--- config.mk ---
export PLATFORM = sky130hd
export DESIGN_NAME = int_coprocessor_nested_flat
export DESIGN_NICKNAME = d
export VERILOG_FILES = /design/src/rtl/int_coprocessor_nested_if.sv /design/src/rtl/int_coprocessor_nested.sv /design/src/flat_wrapper.sv
export SDC_FILE = /design/constraint.sdc
export NUM_CORES = 1
export LEC_CHECK = 0
export ABC_AREA = 0
export BUFFER_PORTS_ARGS = -buffer_cell sky130_fd_sc_hd__buf_4
export CAP_MARGIN = 20
export CORE_ASPECT_RATIO = 1.1
export CORE_UTILIZATION = 46
export CTS_BUF_LIST = sky130_fd_sc_hd__clkbuf_16
export CTS_CLUSTER_DIAMETER = 120
export DETAILED_ROUTE_END_ITERATION = 8
export PLACE_DENSITY = 0.89
export SLEW_MARGIN = 10
export SYNTH_ARGS = -nofsm -noshare
export SYNTH_HDL_FRONTEND = slang
export SYNTH_SLANG_ARGS = --single-unit
export TNS_END_PERCENT = 10
--- constraint.sdc ---
create_clock -name clk -period 1.93 [get_ports clk]
set_input_delay 0.0965 -clock clk [delete_from_list [all_inputs] [get_ports clk]]
set_output_delay 0.0965 -clock clk [all_outputs]
set_load 0.01 [all_outputs]
--- src/rtl/int_coprocessor_nested_if.sv ---
// Core <-> interrupt coprocessor handshake and CSR bus.
interface int_coprocessor_nested_if #(
  parameter int N_CH = 3,
  parameter int ID_W = $clog2(N_CH + 1)
);
  logic            int_req;
  logic [ID_W-1:0] int_id;
  logic            int_ack;
  logic [31:0]     epc_in;
  logic            eoi;
  logic [31:0]     epc_out;
  logic            ie_w_en;
  logic            ie_w_data;
  logic            mask_w_en;
  logic [N_CH-1:0] mask_w_data;
  logic [31:0]     ie;
  logic [31:0]     mask;
  logic [31:0]     pending;
  logic [31:0]     in_service;
  logic [ID_W-1:0] nest_level;

  modport master (
    output int_ack, epc_in, eoi, ie_w_en, ie_w_data, mask_w_en, mask_w_data,
    input  int_req, int_id, epc_out, ie, mask, pending, in_service, nest_level
  );
  modport slave (
    input  int_ack, epc_in, eoi, ie_w_en, ie_w_data, mask_w_en, mask_w_data,
    output int_req, int_id, epc_out, ie, mask, pending, in_service, nest_level
  );
endinterface

--- src/rtl/int_coprocessor_nested.sv ---
// Nested fixed-priority interrupt coprocessor: per-channel sync/pending lanes,
// in-service register and EPC stack. All state updates on the falling clock edge.
module int_coprocessor_nested_lane #(
  parameter bit EDGE        = 1'b1,
  parameter int SYNC_STAGES = 2
) (
  input  logic clk,
  input  logic rst_n,
  input  logic en,
  input  logic irq,
  input  logic ack_clr,
  output logic pend
);
  logic [SYNC_STAGES-1:0] sync;
  logic                   hist;
  logic                   s;

  assign s = sync[SYNC_STAGES-1];

  always_ff @(negedge clk or negedge rst_n) begin
    if (!rst_n) begin
      sync <= '0;
      hist <= 1'b0;
      pend <= 1'b0;
    end else begin
      sync <= (sync << 1) | SYNC_STAGES'(irq);
      if (en) begin
        hist <= s;
        // a fresh edge beats a same-cycle ack so the new request is not lost
        if (EDGE) begin
          if (s && !hist)   pend <= 1'b1;
          else if (ack_clr) pend <= 1'b0;
        end else begin
          pend <= s;
        end
      end
    end
  end
endmodule

module int_coprocessor_nested #(
  parameter int              N_CH        = 3,
  parameter logic [N_CH-1:0] TRIG_EDGE   = {N_CH{1'b1}},
  parameter int              SYNC_STAGES = 2,
  parameter int              ID_W        = $clog2(N_CH + 1)
) (
  input  logic            clk,
  input  logic            rst_n,
  input  logic            en,
  input  logic [N_CH-1:0] irq_in,
  int_coprocessor_nested_if.slave bus
);
  logic [N_CH-1:0] pend, ack_clr, in_svc, mask_r, elig, win_oh, top_oh;
  logic            ie_r, int_req, ack_ok, eoi_ok;
  logic [ID_W-1:0] nest, win_id, isr_top;
  logic [31:0]     stack [N_CH];
  logic [31:0]     epc_top;

  for (genvar g = 0; g < N_CH; g++) begin : g_lane
    int_coprocessor_nested_lane #(.EDGE(TRIG_EDGE[g]), .SYNC_STAGES(SYNC_STAGES)) u_lane (
      .clk(clk), .rst_n(rst_n), .en(en), .irq(irq_in[g]),
      .ack_clr(ack_clr[g]), .pend(pend[g])
    );
    // only channels strictly above the current handler may preempt it
    assign elig[g] = pend[g] & mask_r[g] & ((in_svc == '0) || (ID_W'(g) > isr_top));
  end

  always_comb begin
    isr_top = '0;
    top_oh  = '0;
    win_id  = '0;
    win_oh  = '0;
    for (int i = 0; i < N_CH; i++) begin
      if (in_svc[i]) begin
        isr_top   = ID_W'(i);
        top_oh    = '0;
        top_oh[i] = 1'b1;
      end
      if (elig[i]) begin
        win_id    = ID_W'(i + 1);
        win_oh    = '0;
        win_oh[i] = 1'b1;
      end
    end
  end

  always_comb begin
    epc_top = '0;
    for (int i = 0; i < N_CH; i++)
      if (nest == ID_W'(i + 1)) epc_top = stack[i];
  end

  assign int_req = ie_r & (win_id != '0);
  assign ack_ok  = en & bus.int_ack & int_req;
  assign eoi_ok  = en & bus.eoi & ~ack_ok & (nest != '0);
  assign ack_clr = {N_CH{ack_ok}} & win_oh;

  always_ff @(negedge clk or negedge rst_n) begin
    if (!rst_n) begin
      in_svc <= '0;
      mask_r <= '1;
      ie_r   <= 1'b1;
      nest   <= '0;
      for (int i = 0; i < N_CH; i++) stack[i] <= '0;
    end else if (en) begin
      if (bus.mask_w_en) mask_r <= bus.mask_w_data;
      if (ack_ok) begin
        in_svc <= in_svc | win_oh;
        nest   <= nest + ID_W'(1);
        ie_r   <= 1'b0;
        for (int i = 0; i < N_CH; i++)
          if (nest == ID_W'(i)) stack[i] <= bus.epc_in;
      end else if (eoi_ok) begin
        in_svc <= in_svc & ~top_oh;
        nest   <= nest - ID_W'(1);
        ie_r   <= 1'b1;
      end else if (bus.ie_w_en) begin
        ie_r <= bus.ie_w_data;
      end
    end
  end

  assign bus.int_req    = int_req;
  assign bus.int_id     = win_id;
  assign bus.epc_out    = epc_top;
  assign bus.ie         = {31'b0, ie_r};
  assign bus.mask       = 32'(mask_r);
  assign bus.pending    = 32'(pend);
  assign bus.in_service = 32'(in_svc);
  assign bus.nest_level = nest;
endmodule

--- src/flat_wrapper.sv ---
// flat-port wrapper written by rule: the top's interface ports become plain ports
module int_coprocessor_nested_flat 
#(
  parameter int              N_CH        = 3,
  parameter logic [N_CH-1:0] TRIG_EDGE   = {N_CH{1'b1}},
  parameter int              SYNC_STAGES = 2,
  parameter int              ID_W        = $clog2(N_CH + 1)
)
  (clk, rst_n, en, irq_in, bus_int_ack, bus_epc_in, bus_eoi, bus_ie_w_en, bus_ie_w_data, bus_mask_w_en, bus_mask_w_data, bus_int_req, bus_int_id, bus_epc_out, bus_ie, bus_mask, bus_pending, bus_in_service, bus_nest_level);
  int_coprocessor_nested_if #(.N_CH(N_CH), .ID_W(ID_W)) bus_i ();
  input  logic clk;
  input  logic rst_n;
  input  logic en;
  input  logic [N_CH-1:0] irq_in;
  input wire logic [$bits(bus_i.int_ack)-1:0] bus_int_ack;
  input wire logic [$bits(bus_i.epc_in)-1:0] bus_epc_in;
  input wire logic [$bits(bus_i.eoi)-1:0] bus_eoi;
  input wire logic [$bits(bus_i.ie_w_en)-1:0] bus_ie_w_en;
  input wire logic [$bits(bus_i.ie_w_data)-1:0] bus_ie_w_data;
  input wire logic [$bits(bus_i.mask_w_en)-1:0] bus_mask_w_en;
  input wire logic [$bits(bus_i.mask_w_data)-1:0] bus_mask_w_data;
  output wire logic [$bits(bus_i.int_req)-1:0] bus_int_req;
  output wire logic [$bits(bus_i.int_id)-1:0] bus_int_id;
  output wire logic [$bits(bus_i.epc_out)-1:0] bus_epc_out;
  output wire logic [$bits(bus_i.ie)-1:0] bus_ie;
  output wire logic [$bits(bus_i.mask)-1:0] bus_mask;
  output wire logic [$bits(bus_i.pending)-1:0] bus_pending;
  output wire logic [$bits(bus_i.in_service)-1:0] bus_in_service;
  output wire logic [$bits(bus_i.nest_level)-1:0] bus_nest_level;
  assign bus_i.int_ack = bus_int_ack;
  assign bus_i.epc_in = bus_epc_in;
  assign bus_i.eoi = bus_eoi;
  assign bus_i.ie_w_en = bus_ie_w_en;
  assign bus_i.ie_w_data = bus_ie_w_data;
  assign bus_i.mask_w_en = bus_mask_w_en;
  assign bus_i.mask_w_data = bus_mask_w_data;
  assign bus_int_req = bus_i.int_req;
  assign bus_int_id = bus_i.int_id;
  assign bus_epc_out = bus_i.epc_out;
  assign bus_ie = bus_i.ie;
  assign bus_mask = bus_i.mask;
  assign bus_pending = bus_i.pending;
  assign bus_in_service = bus_i.in_service;
  assign bus_nest_level = bus_i.nest_level;
  int_coprocessor_nested #(.N_CH(N_CH), .TRIG_EDGE(TRIG_EDGE), .SYNC_STAGES(SYNC_STAGES), .ID_W(ID_W)) u_core (.clk(clk), .rst_n(rst_n), .en(en), .irq_in(irq_in), .bus(bus_i));
endmodule
# Word-level counts from Yosys, hierarchy flattened
# Cells that the tools add are included.
[op_classes]
n_div = 0
n_eq_ne = 3
bitwise_logic = 20
reduce_logical = 27
n_lt_le_gt_ge = 3
shifts = 0
multipliers = 0
addsub = 2
n_mux = 27
[op_table]
columns = ["operator", "n"]
rows = [
  ["$mux W32", 3],
  ["$mux W3", 5],
  ["$mux W1", 13],
  ["$and A1 B1 Y1", 12],
  ["$mux W2", 6],
  ["$reduce_and A2 Y1", 6],
  ["$reduce_bool A2 Y1", 6],
  ["$reduce_and A3 Y1", 3],
  ["$and A3 B3 Y3", 2],
  ["$or A2 B1 Y2", 3],
  ["$eq A2 B2 Y1 const B", 2],
  ["$gt A1 B2 Y1 const A", 2],
  ["$logic_and A1 B1 Y1", 3],
  ["$logic_not A1 Y1", 3],
  ["$logic_not A3 Y1", 1],
  ["$logic_or A1 B1 Y1", 3],
  ["$not A3 Y3", 1],
  ["$or A3 B3 Y3", 1],
  ["$reduce_bool A3 Y1", 1],
  ["$add A2 B1 Y2 const B", 1],
  ["$eq A2 B1 Y1 const B", 1],
  ["$gt A2 B2 Y1 const A", 1],
  ["$logic_not A2 Y1", 1],
  ["$sub A2 B1 Y2 const B", 1],
  ["$not A1 Y1", 1],
]
[totals]
ram_bits = 0
latch_bits = 0
regBits = 117
mem_bits_ro = 0
n_memories = 0
word_cells = 98
inputBits = 46

# Depth between registers and ports, before layout
[logic_depth]
word_depth = 16
depth_mapped = 7

# Cells and area by module
# From an unflattened synthesis, not the netlist that was laid out.
[unflattened]
cells_unflattened = 517
hier_area_um2 = 6477.5
[by_module_without_submodules]
columns = ["mod", "seq_area_each_um2", "instances", "cells_each", "area_per_inst_um2"]
rows = [
  ["int_coprocessor_nested", 2632.5, 1, 490, 6098.3],
  ["int_coprocessor_nested_lane", 100.1, 3, 9, 126.4],
]

==> run summary <==
The run finished, with violations left. The checks that failed: setup timing. The cell type with the largest total area after synthesis is sky130_fd_sc_hd__dfrtn_1. IR analysis of the VDD net gives a maximum drop of 0.9774 mV. The number of cells on the worst hold path is 0, and the final cell count without fillers is 873.

After clock tree synthesis, the flow added hold-fix buffers numbering 0. After filler insertion, the fill cell instance count of the layout stands at 1003. Yosys mapped a number of flops with a built-in enable equal to 0.

Setup repair after global routing could not meet its margin everywhere. The final layout contains routed wiring with a total length of 13.34 mm. In this run the remaining antenna-violating nets after routing total 0. For hold timing, the worst endpoint is u_core.g_lane[0].u_lane.sync[1]$_DFF_NN0_.

Before CTS, the worst setup slack after placement is -0.6214 ns. The distinct cell type count of the synthesized netlist was 36; the horizontal extent of the die was 113.3 µm. For this run, the post-layout net count is 726.

For this run the aggregate overflow at the end of global routing stands at 0. For the maximum number of pins on one net before global-route repair, the log shows 40. After synthesis, the cell types taking the most area are sky130_fd_sc_hd__dfrtn_1 (45%), sky130_fd_sc_hd__buf_4 (15%), sky130_fd_sc_hd__mux2_4 (13%). The synthesized area per cell was 11.90 µm². In this run the critical register-to-register path is captured at u_core.stack[62]$_DFFE_NN0P_.

The finished cells cover 8182 µm². During synthesis, Yosys emitted a total of 0 warnings. The global placer's final weighted congestion is 0.8390.

The run gives 1.83 ns as the required time at the endpoint of the critical path. The fraction of layout instances using a drive strength above 1 works out to 52.39%. The total clock buffers created by CTS came out at 17. The logs give 9.307 mm for the half-perimeter wire length after placement and 14100 µm² for the die area.

The total negative slack for setup checks came out at -48.97 ns. Setup violations remaining at the end of the flow were counted as 143. After detailed routing, the number of vias per cell comes to 4.733. The type of destination of the critical path is an output pin. The total area inside the core boundary comes to 13270 µm². The cell depth of the worst flop-to-flop path works out to 7. STA classifies the critical path startpoint as a flip-flop. The worst register-to-register path begins at u_core.mask_r[1]$_DFFE_NN1P_. The portion of synthesized cell area occupied by the leading cell type came out at 45.10%. TritonCTS built the clock tree. The top-level I/O count was 211; the area growth from synthesis to layout was 30.49%.

0 antenna diodes ended up in the layout. The die is 124.4 µm tall. The tools report the number of search-and-repair iterations in the first detailed-routing pass as 4. The later pin in the worst-skew pair is clocked with a latency of 0.45 ns. After detailed placement, the design holds a cell count of 829.

The number of buffers inserted by port buffering was 92; the buffer levels on the longest clock path was 2. The worst hold path begins at u_core.g_lane[0].u_lane.sync[0]$_DFF_NN0_. Detailed routing inserted a total of 4132 vias.

The run gives 19.81% as the global routing usage summed across all routing layers. The number of storage elements in the synthesis netlist is 117. The worst-case setup margin in the final layout is -0.9859 ns, and the slack of the worst reg-to-reg path is -0.18 ns. The run gives 0 as the number of hold violations in the final report. In this run the power density over the cells is 1483 nW/µm². Data on the critical path arrives at its endpoint at 2.82 ns. Clock-pin slew was measured on the worst setup and hold paths at 0.04 ns. The tools report the number of antenna violations at the first check in global routing as 0.

The number of DRC violations after detailed-routing iteration 0 is 206, and the number of max-slew violations in the final report is 0. The logs give 117 for the number of sinks handled by clock tree synthesis and 4.170 nW for the leakage power. Commonest register cell after synthesis: sky130_fd_sc_hd__dfrtn_1. Summing every instance area after synthesis gives 6270 µm². The run gives 4086 as the number of global-route vias before repair.

The most frequent cell after synthesis was sky130_fd_sc_hd__buf_4. The DRC violation count after routing came out at 0. Ranked by instance count, the synthesized netlist is headed by sky130_fd_sc_hd__buf_4 (122), sky130_fd_sc_hd__dfrtn_1 (113), sky130_fd_sc_hd__mux2_4 (54).

Worst hold-check path type: flip-flop to flip-flop. The tools report the standard-cell row count as 44. Max-cap violations in this run came to 0. The first global-routing pass estimated 21.41 mm of wire. Total placed instance area: 7425 µm².

The worst setup path is of the flip-flop to output pin kind. CTS placed an instance of sky130_fd_sc_hd__clkbuf_16 at the clock tree root. Average detailed-routed wire length per instance: 15.28 µm. Clock skew on the completed layout was measured at 0.06315 ns. Once the floorplan was initialized, standard cells occupied 47.26% of the core. The cell count after synthesis came out at 527. Number of levels in the clock H-tree: 4. Counting flops with an async set or reset pin after synthesis yields a share of 100.0%. The maximum fanout count along the critical path is 5, and the share of the yosys chip area belonging to registers is 46.78%.
==> critical path, stage by stage (launching register included) <==
cell and delay, ns:
sky130_fd_sc_hd__dfrtn_1 0.45, sky130_fd_sc_hd__inv_2 0.07, sky130_fd_sc_hd__ha_4 0.17, sky130_fd_sc_hd__nor2b_4 0.18
sky130_fd_sc_hd__buf_6 0.15, sky130_fd_sc_hd__clkbuf_16 0.15, sky130_fd_sc_hd__a22oi_2 0.06, sky130_fd_sc_hd__o21ai_2 0.11
sky130_fd_sc_hd__buf_4 0.13
==> cell usage in the layout (no fill, tap or decap), types with 3 or more instances in the layout <==
| cell | synthesis | layout |
|---|---|---|
| sky130_fd_sc_hd__buf_12 | 0 | 14 |
| sky130_fd_sc_hd__conb_1 | 1 | 118 |
| sky130_fd_sc_hd__mux2_2 | 45 | 45 |
| sky130_fd_sc_hd__inv_1 | 7 | 12 |
| sky130_fd_sc_hd__o21ai_0 | 43 | 12 |
| sky130_fd_sc_hd__a21oi_1 | 3 | 3 |
| sky130_fd_sc_hd__nand2b_1 | 3 | 3 |
| sky130_fd_sc_hd__nor2_1 | 5 | 5 |
| sky130_fd_sc_hd__dfstp_2 | 4 | 4 |
| sky130_fd_sc_hd__o21ai_2 | 0 | 30 |
| sky130_fd_sc_hd__mux2_4 | 54 | 54 |
| sky130_fd_sc_hd__clkinv_2 | 0 | 4 |
| sky130_fd_sc_hd__dfrtn_1 | 113 | 113 |
| sky130_fd_sc_hd__a22oi_2 | 0 | 30 |
| sky130_fd_sc_hd__buf_4 | 122 | 115 |
| sky130_fd_sc_hd__buf_6 | 10 | 26 |
| sky130_fd_sc_hd__nand2_1 | 45 | 43 |
| sky130_fd_sc_hd__nand2_4 | 3 | 3 |
| sky130_fd_sc_hd__clkbuf_16 | 0 | 19 |
| sky130_fd_sc_hd__inv_2 | 0 | 3 |
==> logic make-up (layout without fill, tap and decap cells) <==
logic type | after synthesis | count (layout) | share of synthesized area, %
muxes | 99 | 99 | 21.01
adders and majority gates | 4 | 4 | 0.7983
buffers and inverters | 154 | 199 | 17.74
AOI/OAI and AO/OA | 84 | 84 | 8.402
DFF | 117 | 117 | 46.78
xor gates and xnor gates | 1 | 1 | 0.1397
other | 1 | 118 | 0.05981
and+or+nand+nor | 67 | 67 | 5.069
==> routing by layer <==
| metal | vias to the layer above | wire length, µm | track usage, % |
|---|---|---|---|
| met4 | 0 | 293 | 9.288 |
| met1 | 2082 | 5410 | 23.43 |
| met3 | 25 | 582 | 4.526 |
| li1 | 1876 | - | - |
| met5 | - | 0 | 0 |
| met2 | 149 | 7051 | 33.89 |
==> worst max path at each step <==
stage	start	end	slack, ns	cells past startpoint
4_1_cts	u_core.bus.nest_level[1]$_DFFE_NN0P_	bus_epc_out[15]	-1.02	8
6_report	u_core.bus.nest_level[0]$_DFFE_NN0P_	bus_epc_out[24]	-0.99	8
5_1_grt	u_core.bus.nest_level[0]$_DFFE_NN0P_	bus_epc_out[24]	-1.08	8
3_5_place_dp	u_core.bus.nest_level[0]$_DFFE_NN0P_	bus_epc_out[18]	-0.62	7
2_1_floorplan	u_core.bus.nest_level[0]$_DFFE_NN0P_	bus_epc_out[0]	-0.61	7
3_3_place_gp	u_core.bus.nest_level[0]$_DFFE_NN0P_	bus_epc_out[9]	-0.58	7
==> where the power goes <==
part | internal [mW] | switching, mW
sequential | 3.39 | 0.596
clock | 1.73 | 1.09
combinational | 2.97 | 2.35
total | 8.09 | 4.04
==> cell type report <==
type	count	area, µm²	share of cell area, %
inverters	6	22.52	0.2753
multi-input cells	373	2969	36.29
clock buffers	17	425.4	5.200
repair buffers	157	1486	18.17
flip-flops and latches	117	2933	35.85
well taps	184	230.2	2.814
clock inverters	19	115.1	1.407
==> flip-flops by register name, indices dropped and copies added (netlist names) <==
name and flops:
u_core.bus.nest_level 2, u_core.g_lane.u_lane.hist 3, u_core.g_lane.u_lane.pend 3, u_core.g_lane.u_lane.sync 6
u_core.ie_r 1, u_core.in_svc 3, u_core.mask_r 3, u_core.stack 96
==> repair_timing <==
action,4_1_cts,5_1_grt
gates resized for setup,28,7
endpoints found under the setup margin,143,145
pin swaps,13,23
gates cloned,1,2
hold endpoints to repair,0,0
setup buffers,7,0
==> stage by stage <==
| step | hold slack [ns] | utilization [%] | power (mW) |
|---|---|---|---|
| after floorplan | 0.2917 | - | 7.076 |
| after global placement | 0.2940 | 55.96 | 8.794 |
| after detailed placement | 0.2952 | 55.96 | 8.962 |
| after CTS | 0.2950 | 61.32 | 12.10 |
| after global routing | 0.3026 | 61.67 | 12.81 |
| final | 0.2914 | 61.67 | 12.14 |
Note: power is estimated with default switching activity, not from simulation.
